<file path="config.mk">
export PLATFORM = sky130hd
export DESIGN_NAME = datapath_pipe_flat
export DESIGN_NICKNAME = d
export VERILOG_FILES = /design/src/rtl/datapath_pkg.sv /design/src/rtl/datapath_if.sv /design/src/rtl/datapath_alu.sv /design/src/rtl/datapath_pipe.sv /design/src/flat_wrapper.sv
export SDC_FILE = /design/constraint.sdc
export NUM_CORES = 1
export LEC_CHECK = 0
export ABC_CLOCK_PERIOD_IN_PS = 2800
export CAP_MARGIN = 25
export CORE_ASPECT_RATIO = 0.9
export CORE_MARGIN = 3
export CORE_UTILIZATION = 40
export CTS_BUF_LIST = sky130_fd_sc_hd__clkbuf_16
export CTS_CLUSTER_SIZE = 10
export DETAILED_ROUTE_END_ITERATION = 10
export GPL_TIMING_DRIVEN = 0
export PLACE_DENSITY_LB_ADDON = 0.1
export SYNTH_ARGS = -nofsm -noshare
export SYNTH_HDL_FRONTEND = slang
export SYNTH_SLANG_ARGS = --single-unit
</file>
<file path="constraint.sdc">
create_clock -name clk -period 2.8 [get_ports clk]
set_input_delay 0.56 -clock clk [delete_from_list [all_inputs] [get_ports clk]]
set_output_delay 0.56 -clock clk [all_outputs]
set_load 0.02 [all_outputs]
</file>
<file path="src/rtl/datapath_pkg.sv">
// Shared opcode encoding and widths for the load/ALU pipeline.
package datapath_pkg;

   localparam int OPW = 3;

   typedef enum logic [OPW-1:0] {
      OP_ADD   = 3'b000,
      OP_SUB   = 3'b001,
      OP_AND   = 3'b010,
      OP_OR    = 3'b011,
      OP_XOR   = 3'b100,
      OP_MINU  = 3'b101,
      OP_MAXU  = 3'b110,
      OP_PASSA = 3'b111
   } opcode_e;

endpackage

</file>
<file path="src/rtl/datapath_if.sv">
// Operand/result handshake bundle: master is the producer/consumer side, slave is the pipeline.
interface datapath_if #(
   parameter int WIDTH = 8
);
   logic                          ld;
   logic                          in_ready;
   logic [datapath_pkg::OPW-1:0]  op;
   logic [WIDTH-1:0]              A;
   logic [WIDTH-1:0]              B;
   logic                          out_ready;
   logic                          out_valid;
   logic [WIDTH-1:0]              outA;
   logic [WIDTH-1:0]              outB;
   logic [WIDTH-1:0]              outC;
   logic                          carry;
   logic                          ovf;

   modport master (
      output ld, op, A, B, out_ready,
      input  in_ready, out_valid, outA, outB, outC, carry, ovf
   );

   modport slave (
      input  ld, op, A, B, out_ready,
      output in_ready, out_valid, outA, outB, outC, carry, ovf
   );
endinterface

</file>
<file path="src/rtl/datapath_alu.sv">
// Combinational ALU with unsigned carry/borrow and signed overflow flags.
// Define DATAPATH_SAT_EN to clamp ADD/SUB to the signed range on overflow.
module datapath_alu
   import datapath_pkg::*;
#(
   parameter int WIDTH = 8
) (
   input  logic [WIDTH-1:0] a,
   input  logic [WIDTH-1:0] b,
   input  opcode_e          op,
   output logic [WIDTH-1:0] result,
   output logic             carry,
   output logic             ovf
);

   logic [WIDTH:0]          sum_w;
   logic [WIDTH:0]          dif_w;
   logic                    add_ovf;
   logic                    sub_ovf;
   logic signed [WIDTH-1:0] add_res;
   logic signed [WIDTH-1:0] sub_res;

   assign sum_w   = {1'b0, a} + {1'b0, b};
   assign dif_w   = {1'b0, a} - {1'b0, b};
   // Overflow iff the result sign disagrees with what the operand signs force.
   assign add_ovf = (a[WIDTH-1] == b[WIDTH-1]) && (sum_w[WIDTH-1] != a[WIDTH-1]);
   assign sub_ovf = (a[WIDTH-1] != b[WIDTH-1]) && (dif_w[WIDTH-1] != a[WIDTH-1]);

`ifdef DATAPATH_SAT_EN
   // On overflow the true result has the sign of a, so clamp toward that side.
   function automatic logic signed [WIDTH-1:0] sat_fn(
      input logic signed [WIDTH-1:0] raw,
      input logic                    ov,
      input logic                    neg
   );
      logic signed [WIDTH-1:0] lim;
      lim = {neg, {(WIDTH-1){~neg}}};
      return ov ? lim : raw;
   endfunction

   assign add_res = sat_fn(sum_w[WIDTH-1:0], add_ovf, a[WIDTH-1]);
   assign sub_res = sat_fn(dif_w[WIDTH-1:0], sub_ovf, a[WIDTH-1]);
`else
   assign add_res = sum_w[WIDTH-1:0];
   assign sub_res = dif_w[WIDTH-1:0];
`endif

   always_comb begin
      result = '0;
      carry  = 1'b0;
      ovf    = 1'b0;
      case (op)
         OP_ADD: begin
            result = add_res;
            carry  = sum_w[WIDTH];
            ovf    = add_ovf;
         end
         OP_SUB: begin
            result = sub_res;
            carry  = dif_w[WIDTH];
            ovf    = sub_ovf;
         end
         OP_AND:   result = a & b;
         OP_OR:    result = a | b;
         OP_XOR:   result = a ^ b;
         OP_MINU:  result = (a < b) ? a : b;
         OP_MAXU:  result = (a < b) ? b : a;
         OP_PASSA: result = a;
         default:  result = '0;
      endcase
   end

endmodule

</file>
<file path="src/rtl/datapath_pipe.sv">
// Two-stage operand-capture / ALU-result pipeline with valid/ready flow control.
// ALU saturation is selected by the DATAPATH_SAT_EN macro (see datapath_alu).
module datapath_pipe
   import datapath_pkg::*;
#(
   parameter int WIDTH = 8
) (
   input  logic     clk,
   input  logic     clr,
   datapath_if.slave bus
);

   logic             vld_p1_d, vld_p1_q;
   logic [WIDTH-1:0] a_p1_d,   a_p1_q;
   logic [WIDTH-1:0] b_p1_d,   b_p1_q;
   opcode_e          op_p1_d,  op_p1_q;

   logic             vld_p2_d, vld_p2_q;
   logic [WIDTH-1:0] a_p2_d,   a_p2_q;
   logic [WIDTH-1:0] b_p2_d,   b_p2_q;
   logic [WIDTH-1:0] c_p2_d,   c_p2_q;
   logic             cy_p2_d,  cy_p2_q;
   logic             ov_p2_d,  ov_p2_q;

   logic             s2_free;
   logic             in_ready;
   logic             accept;
   logic [WIDTH-1:0] alu_res;
   logic             alu_cy;
   logic             alu_ov;

   assign s2_free  = ~vld_p2_q | bus.out_ready;
   assign in_ready = ~vld_p1_q | s2_free;
   assign accept   = bus.ld & in_ready;

   datapath_alu #(.WIDTH(WIDTH)) u_alu (
      .a      (a_p1_q),
      .b      (b_p1_q),
      .op     (op_p1_q),
      .result (alu_res),
      .carry  (alu_cy),
      .ovf    (alu_ov)
   );

   always_comb begin
      vld_p1_d = vld_p1_q;
      a_p1_d   = a_p1_q;
      b_p1_d   = b_p1_q;
      op_p1_d  = op_p1_q;
      vld_p2_d = vld_p2_q;
      a_p2_d   = a_p2_q;
      b_p2_d   = b_p2_q;
      c_p2_d   = c_p2_q;
      cy_p2_d  = cy_p2_q;
      ov_p2_d  = ov_p2_q;

      // Stage 1: operand capture; a simultaneous advance and accept keeps S1 full.
      if (accept) begin
         vld_p1_d = 1'b1;
         a_p1_d   = bus.A;
         b_p1_d   = bus.B;
         op_p1_d  = opcode_e'(bus.op);
      end else if (s2_free) begin
         vld_p1_d = 1'b0;
      end

      // Stage 2: data only loads for a real item so idle outputs stay quiet.
      if (s2_free) begin
         vld_p2_d = vld_p1_q;
         if (vld_p1_q) begin
            a_p2_d  = a_p1_q;
            b_p2_d  = b_p1_q;
            c_p2_d  = alu_res;
            cy_p2_d = alu_cy;
            ov_p2_d = alu_ov;
         end
      end
   end

   always_ff @(posedge clk) begin
      if (clr) begin
         vld_p1_q <= 1'b0;
         vld_p2_q <= 1'b0;
         a_p2_q   <= '0;
         b_p2_q   <= '0;
         c_p2_q   <= '0;
         cy_p2_q  <= 1'b0;
         ov_p2_q  <= 1'b0;
      end else begin
         vld_p1_q <= vld_p1_d;
         vld_p2_q <= vld_p2_d;
         a_p2_q   <= a_p2_d;
         b_p2_q   <= b_p2_d;
         c_p2_q   <= c_p2_d;
         cy_p2_q  <= cy_p2_d;
         ov_p2_q  <= ov_p2_d;
      end
      a_p1_q  <= a_p1_d;
      b_p1_q  <= b_p1_d;
      op_p1_q <= op_p1_d;
   end

   assign bus.in_ready  = in_ready;
   assign bus.out_valid = vld_p2_q;
   assign bus.outA      = a_p2_q;
   assign bus.outB      = b_p2_q;
   assign bus.outC      = c_p2_q;
   assign bus.carry     = cy_p2_q;
   assign bus.ovf       = ov_p2_q;

endmodule

</file>
<file path="src/flat_wrapper.sv">
// flat-port wrapper written by rule: the top's interface ports become plain ports
module datapath_pipe_flat import datapath_pkg::*;
#(
   parameter int WIDTH = 8
)
  (clk, clr, bus_ld, bus_op, bus_A, bus_B, bus_out_ready, bus_in_ready, bus_out_valid, bus_outA, bus_outB, bus_outC, bus_carry, bus_ovf);
  datapath_if #(.WIDTH(WIDTH)) bus_i ();
  input  logic clk;
  input  logic clr;
  input wire logic [$bits(bus_i.ld)-1:0] bus_ld;
  input wire logic [$bits(bus_i.op)-1:0] bus_op;
  input wire logic [$bits(bus_i.A)-1:0] bus_A;
  input wire logic [$bits(bus_i.B)-1:0] bus_B;
  input wire logic [$bits(bus_i.out_ready)-1:0] bus_out_ready;
  output wire logic [$bits(bus_i.in_ready)-1:0] bus_in_ready;
  output wire logic [$bits(bus_i.out_valid)-1:0] bus_out_valid;
  output wire logic [$bits(bus_i.outA)-1:0] bus_outA;
  output wire logic [$bits(bus_i.outB)-1:0] bus_outB;
  output wire logic [$bits(bus_i.outC)-1:0] bus_outC;
  output wire logic [$bits(bus_i.carry)-1:0] bus_carry;
  output wire logic [$bits(bus_i.ovf)-1:0] bus_ovf;
  assign bus_i.ld = bus_ld;
  assign bus_i.op = bus_op;
  assign bus_i.A = bus_A;
  assign bus_i.B = bus_B;
  assign bus_i.out_ready = bus_out_ready;
  assign bus_in_ready = bus_i.in_ready;
  assign bus_out_valid = bus_i.out_valid;
  assign bus_outA = bus_i.outA;
  assign bus_outB = bus_i.outB;
  assign bus_outC = bus_i.outC;
  assign bus_carry = bus_i.carry;
  assign bus_ovf = bus_i.ovf;
  datapath_pipe #(.WIDTH(WIDTH)) u_core (.clk(clk), .clr(clr), .bus(bus_i));
endmodule
</file>
# After elaboration in Yosys (flattened, before gate mapping)
# Cells that the tools add are included.
[totals] register_bits=47 input_bits=23 out_inout_bits=28 wordCells=44
[classes] n_addsub=2 magnitude_cmp=1 eq_ne=11 mux=7 n_bitwise=8 n_reduce_logical=5
[ops] operator="$pmux 8 s8" count=1
[ops] operator="$mux 8" count=2
[ops] operator="$eq 3x3->1 const B" count=4
[ops] operator="$add 8x8->9" count=1
[ops] operator="$sub 8x8->9" count=1
[ops] operator="$and 8x8->8" count=1
[ops] operator="$lt 8x8->1" count=1
[ops] operator="$or 8x8->8" count=1
[ops] operator="$xor 8x8->8" count=1
[ops] operator="$eq 3x2->1 const B" count=2
[ops] operator="$pmux 1 s2" count=2
[ops] operator="$eq 3x1->1 const B" count=1
[ops] operator="$logic_not 3->1" count=1
[ops] operator="$ne 1x1->1" count=3
[ops] operator="$logic_and 1x1->1" count=2
[ops] operator="$mux 1" count=2
[ops] operator="$not 1->1" count=2
[ops] operator="$or 1x1->1" count=2
[ops] operator="$reduce_and 2->1" count=1
[ops] operator="$reduce_bool 2->1" count=1
[ops] operator="$and 1x1->1" count=1
[ops] operator="$eq 1x1->1" count=1

# Depth between registers and ports, before layout
[depth] ltp_word=5 ltp_mapped=10 depth_no_buf=10

# Modules after synthesis
# From an unflattened synthesis, not the netlist that was laid out.
[hier_totals] cells_unflattened=357 area_unflattened_um2=3289.4
[modules_own_cells] mod="datapath_pipe" n_inst=1 cells_per_inst=142 area_per_inst_um2=1821.7 seq_area_each_um2=1131.1
[modules_own_cells] mod="datapath_alu" n_inst=1 cells_per_inst=215 area_per_inst_um2=1467.7 seq_area_each_um2=0.0

# Worst setup path before layout
# No wires, ideal clock.
[synth_path] kind="reg-to-reg" from="reg u_core.a_p1_q[1]" to="reg u_core.c_p2_q[7] (netlist: u_core.bus.outC[7])" setup_time_ns=0.103 t_arrival_ns=2.476 required_ns=2.697 path_slack_ns=0.221 stages_incl_launch_ff=10 path_buffers=0 period_less_slack_ns=2.579 path_cell_list="edfxtp_1 > inv_1 > ha_1 > o21bai_2 > a21oi_4 > o31ai_4 > a311oi_4 > mux2i_2 > a22oi_1 > a2111oi_2"
[synth_between] elab_chain_len=3 elab_cells_between_ends=6 cone_classes="add/sub: 2; order compare: 1; mux: 3"
[synth_rtl] element="start, declared" line="datapath_pipe.sv:14" rtl="logic [WIDTH-1:0] a_p1_d, a_p1_q;"
[synth_rtl] element="start signal, assigned" line="datapath_pipe.sv:98" rtl="a_p1_q <= a_p1_d;"
[synth_rtl] element="$lt 8x8->1" line="datapath_alu.sv:66, datapath_alu.sv:67"
[synth_rtl] element="$mux 8, on equally long branches" line="datapath_alu.sv:67, datapath_alu.sv:66"
[synth_rtl] element="$pmux 8 s8 *" line="datapath_alu.sv:52" rtl="case (op)"
[synth_rtl] element="end signal, assigned" line="datapath_pipe.sv:94" rtl="c_p2_q <= c_p2_d;"
[synth_rtl] element="end, declared" line="datapath_pipe.sv:21" rtl="logic [WIDTH-1:0] c_p2_d, c_p2_q;"
# Every way passes the cells marked *; elsewhere a longest branch is shown, timed or not.
# A chain may end at the register's enable or synchronous reset.

# Final worst setup path
[layout_path] from="reg u_core.b_p1_q[6]" to="reg u_core.c_p2_q[6] (netlist: u_core.bus.outC[6])"
[layout_between] elab_chain_len=3 elab_cells_between_ends=9 cone_classes="add/sub: 2; order compare: 1; mux: 3; bitwise: 3"
[layout_rtl] element="start, declared" line="datapath_pipe.sv:15" rtl="logic [WIDTH-1:0] b_p1_d, b_p1_q;"
[layout_rtl] element="start signal, assigned" line="datapath_pipe.sv:99" rtl="b_p1_q <= b_p1_d;"
[layout_rtl] element="$lt 8x8->1" line="datapath_alu.sv:66, datapath_alu.sv:67"
[layout_rtl] element="$mux 8, on equally long branches" line="datapath_alu.sv:67, datapath_alu.sv:66"
[layout_rtl] element="$pmux 8 s8 *" line="datapath_alu.sv:52"
# Marks and branches as above.

==> impl_metrics.env <==
export IMPL_netlist_area_um2=2890
export IMPL_syn_num_nets=376
export IMPL_grt_start_max_net_pins=20
export IMPL_dp_cells=467
export IMPL_power_density_nw_per_um2=487
export IMPL_clkSinkCount=47
export IMPL_fillers=655
export IMPL_hp_class="reg2reg"
export IMPL_netlist_area_leader_share_pct=19.7
export IMPL_synthArstFlopShare_pct=0
export IMPL_track_usage_pct=20.6
export IMPL_maxCapViolCount=0
export IMPL_instances_no_fill=489
export IMPL_core_um2=6800
export IMPL_slew_headroom_pct=34.6
export IMPL_routed_wl_mm=8.42
export IMPL_place_congestion=0.880
export IMPL_synth_edf_count=19
export IMPL_end_kind="flip-flop"
export IMPL_tritoncts="done"
export IMPL_cp_arrival_ps=2870
export IMPL_cts_max_level=2
export IMPL_cts_buffers=5
export IMPL_wire_per_inst_um=17.2
export IMPL_drc=0
export IMPL_postSynthCellCount=327
export IMPL_finClkSkew_ps=3.84
export IMPL_synthXorXnorAreaFrac_pct=3.03
export IMPL_dieArea_um2=8290
export IMPL_synth_commonest_cells="nand2_1 (51), nor2_1 (29), dfxtp_1 (28)"
export IMPL_clockBufferDepth=2
export IMPL_root_buffer="clkbuf_16"
export IMPL_drt_vias_per_instance=5.56
export IMPL_die_w_um=95.6
export IMPL_drive_gt1_share_pct=13.8
export IMPL_synth_ff_type="dfxtp_1"
export IMPL_critical_path_max_fanout=6
export IMPL_drtAntennaViolNets=0
export IMPL_synth_fa_ha_area_share_pct=11.8
export IMPL_postCtsHoldBufs=0
export IMPL_worst_slew_pin_slew_ps=980
export IMPL_gr_total_overflow=0
export IMPL_netlist_cell_type_count=53
export IMPL_r2r_slack_ps=120
export IMPL_grt_pass1_vias=2398
export IMPL_leakage_nw=1.45
export IMPL_total_power_mw=1.90
export IMPL_port_buffers=50
export IMPL_startpoint_type="flip-flop"
export IMPL_final_min_clock_period_ps=2680
export IMPL_num_antenna_cells=0
export IMPL_critPathRequiredTime_ps=2990
export IMPL_synth_area_leader_cell="edfxtp_1"
export IMPL_antenna_found_initial=0
export IMPL_start_util_pct=42.5
export IMPL_max_freq_mhz=373
export IMPL_area_growth_pct=34.7
export IMPL_synth_top_family_by_area="compound AO/OA/AOI/OAI gates"
export IMPL_clkSlewWorstSetupHoldPaths_ps=70
export IMPL_rows=28
export IMPL_drt_initial_drc_count=279
export IMPL_synthSimpleGateAreaFrac_pct=15.3
export IMPL_post_dp_hpwl_mm=5.93
export IMPL_vias=2718
export IMPL_ios=51
export IMPL_irDropWorstVdd_uv=213
export IMPL_worst_setup_path_type="reg2reg"
export IMPL_finalHoldViolations=0
export IMPL_timing_final_max_slew_violations=0
export IMPL_synthMuxAreaShare_pct=1.86
export IMPL_finalCritPeriodShare_pct=95.7
export IMPL_yosys_warnings=0
export IMPL_die_h_um=86.7
export IMPL_setup_violations=0
export IMPL_fin_tns_setup_ps=0
export IMPL_grt_first_pass_wirelength_mm=12.8
export IMPL_final_nets=447
export IMPL_avgSynthCellArea_um2=8.84
export IMPL_synth_seq_cells=47
export IMPL_synth_most_common_cell="nand2_1"
export IMPL_clkLatencyLatePin_ps=290
export IMPL_drtPass1Iterations=5
export IMPL_synth_compound_area_share_pct=23.1
export IMPL_status="finished clean"
export IMPL_ys_seq_area_share_pct=39.1
export IMPL_synth_area_leaders="edfxtp_1 (20%), dfxtp_1 (19%), ha_1 (10%)"
[metal layers]
metal  track usage (%)  vias up  wire length, um
met5                 0        -                0
met4              6.33        0              188
met3              3.30       25              670
met2              30.9      127             3910
met1              30.2     1273             3650
li1                  -     1293                -
[cell usage in the layout (no fill, tap or decap), types with 3 or more instances in the layout]
master | Yosys | layout
o21ai_1 | 3 | 3
a221oi_1 | 6 | 5
o21ai_0 | 13 | 13
nor4_1 | 3 | 3
clkbuf_16 | 0 | 5
nor2b_1 | 3 | 3
o211ai_1 | 5 | 5
nand2b_1 | 3 | 3
clkbuf_1 | 14 | 11
nand3_1 | 3 | 3
inv_2 | 4 | 6
o21a_1 | 4 | 4
edfxtp_1 | 19 | 19
a311oi_1 | 3 | 3
a21oi_1 | 26 | 25
nand2_1 | 51 | 50
ha_1 | 24 | 19
nor2_1 | 29 | 28
buf_4 | 0 | 17
xnor2_1 | 8 | 8
clkdlybuf4s50_1 | 0 | 50
mux2i_4 | 0 | 3
inv_1 | 21 | 19
nor3_1 | 9 | 8
ha_2 | 0 | 3
dfxtp_1 | 28 | 28
[area by class of cell]
class	count	area, um2	share of cell area (%)
plain buffers	15	71.3	1.83
well taps	90	113	2.89
multi-input cells	237	1710	44.0
flip-flops and latches	47	1130	29.0
clock inverters	3	20.0	0.514
repair buffers	67	628	16.1
inverters	25	93.8	2.41
clock buffers	5	125	3.21
[worst max-delay path, stage by stage, from the launching register on]
cell	delay (ps)
edfxtp_1	480
inv_2	80
ha_1	300
buf_6	120
inv_2	50
a21oi_2	140
nor2_2	60
a311oi_4	460
buf_4	220
mux2i_4	250
nand2_2	90
a2111oi_4	330
[repair_timing]
item,CTS,global route
setup endpoints to repair,7,8
gates resized for setup,4,21
pin swaps,1,4
buffers inserted,8,9
[registers in the layout (all words and copies together), names as in the netlist]
register,flops
u_core.a_p1_q,8
u_core.bus.ovf,1
u_core.op_p1_q,3
u_core.b_p1_q,8
u_core.vld_p1_q,1
u_core.bus.outA,8
u_core.bus.outC,8
u_core.bus.carry,1
u_core.bus.out_valid,1
u_core.bus.outB,8
[metrics by stage]
step	utilization [%]	instance area, um2	setup WS (ps)	hold slack, ps
after global placement	51.6	3500	-225	442
after detailed placement	51.6	3500	-251	448
after global routing	57.3	3890	-54.3	470
after floorplan	-	2890	221	496
after CTS	54.9	3730	2.18	458
final	57.3	3890	122	454
[logic make-up after synthesis]
logic type | Yosys count
buffers and inverters | 43
xor gates and xnor gates | 10
and+or+nand+nor | 105
DFF | 47
AOI/OAI and AO/OA | 91
muxes | 5
adders and majority gates | 26
[path summary, 6_finish.rpt]
kind	start	end	cells past startpoint
worst max register to register	u_core.b_p1_q[6]	u_core.bus.outC[6]	11
worst min register to register	u_core.bus.outA[1]	u_core.bus.outA[1]	2
worst min-delay path	u_core.bus.outA[1]	u_core.bus.outA[1]	2
worst max-delay path	u_core.b_p1_q[6]	u_core.bus.outC[6]	11
[power by group]
| part | internal [mW] | switching, mW |
|---|---|---|
| logic | 0.229 | 0.281 |
| registers | 0.754 | 0.0332 |
| clock network | 0.330 | 0.270 |
Note: power is estimated with default switching activity, not from simulation.
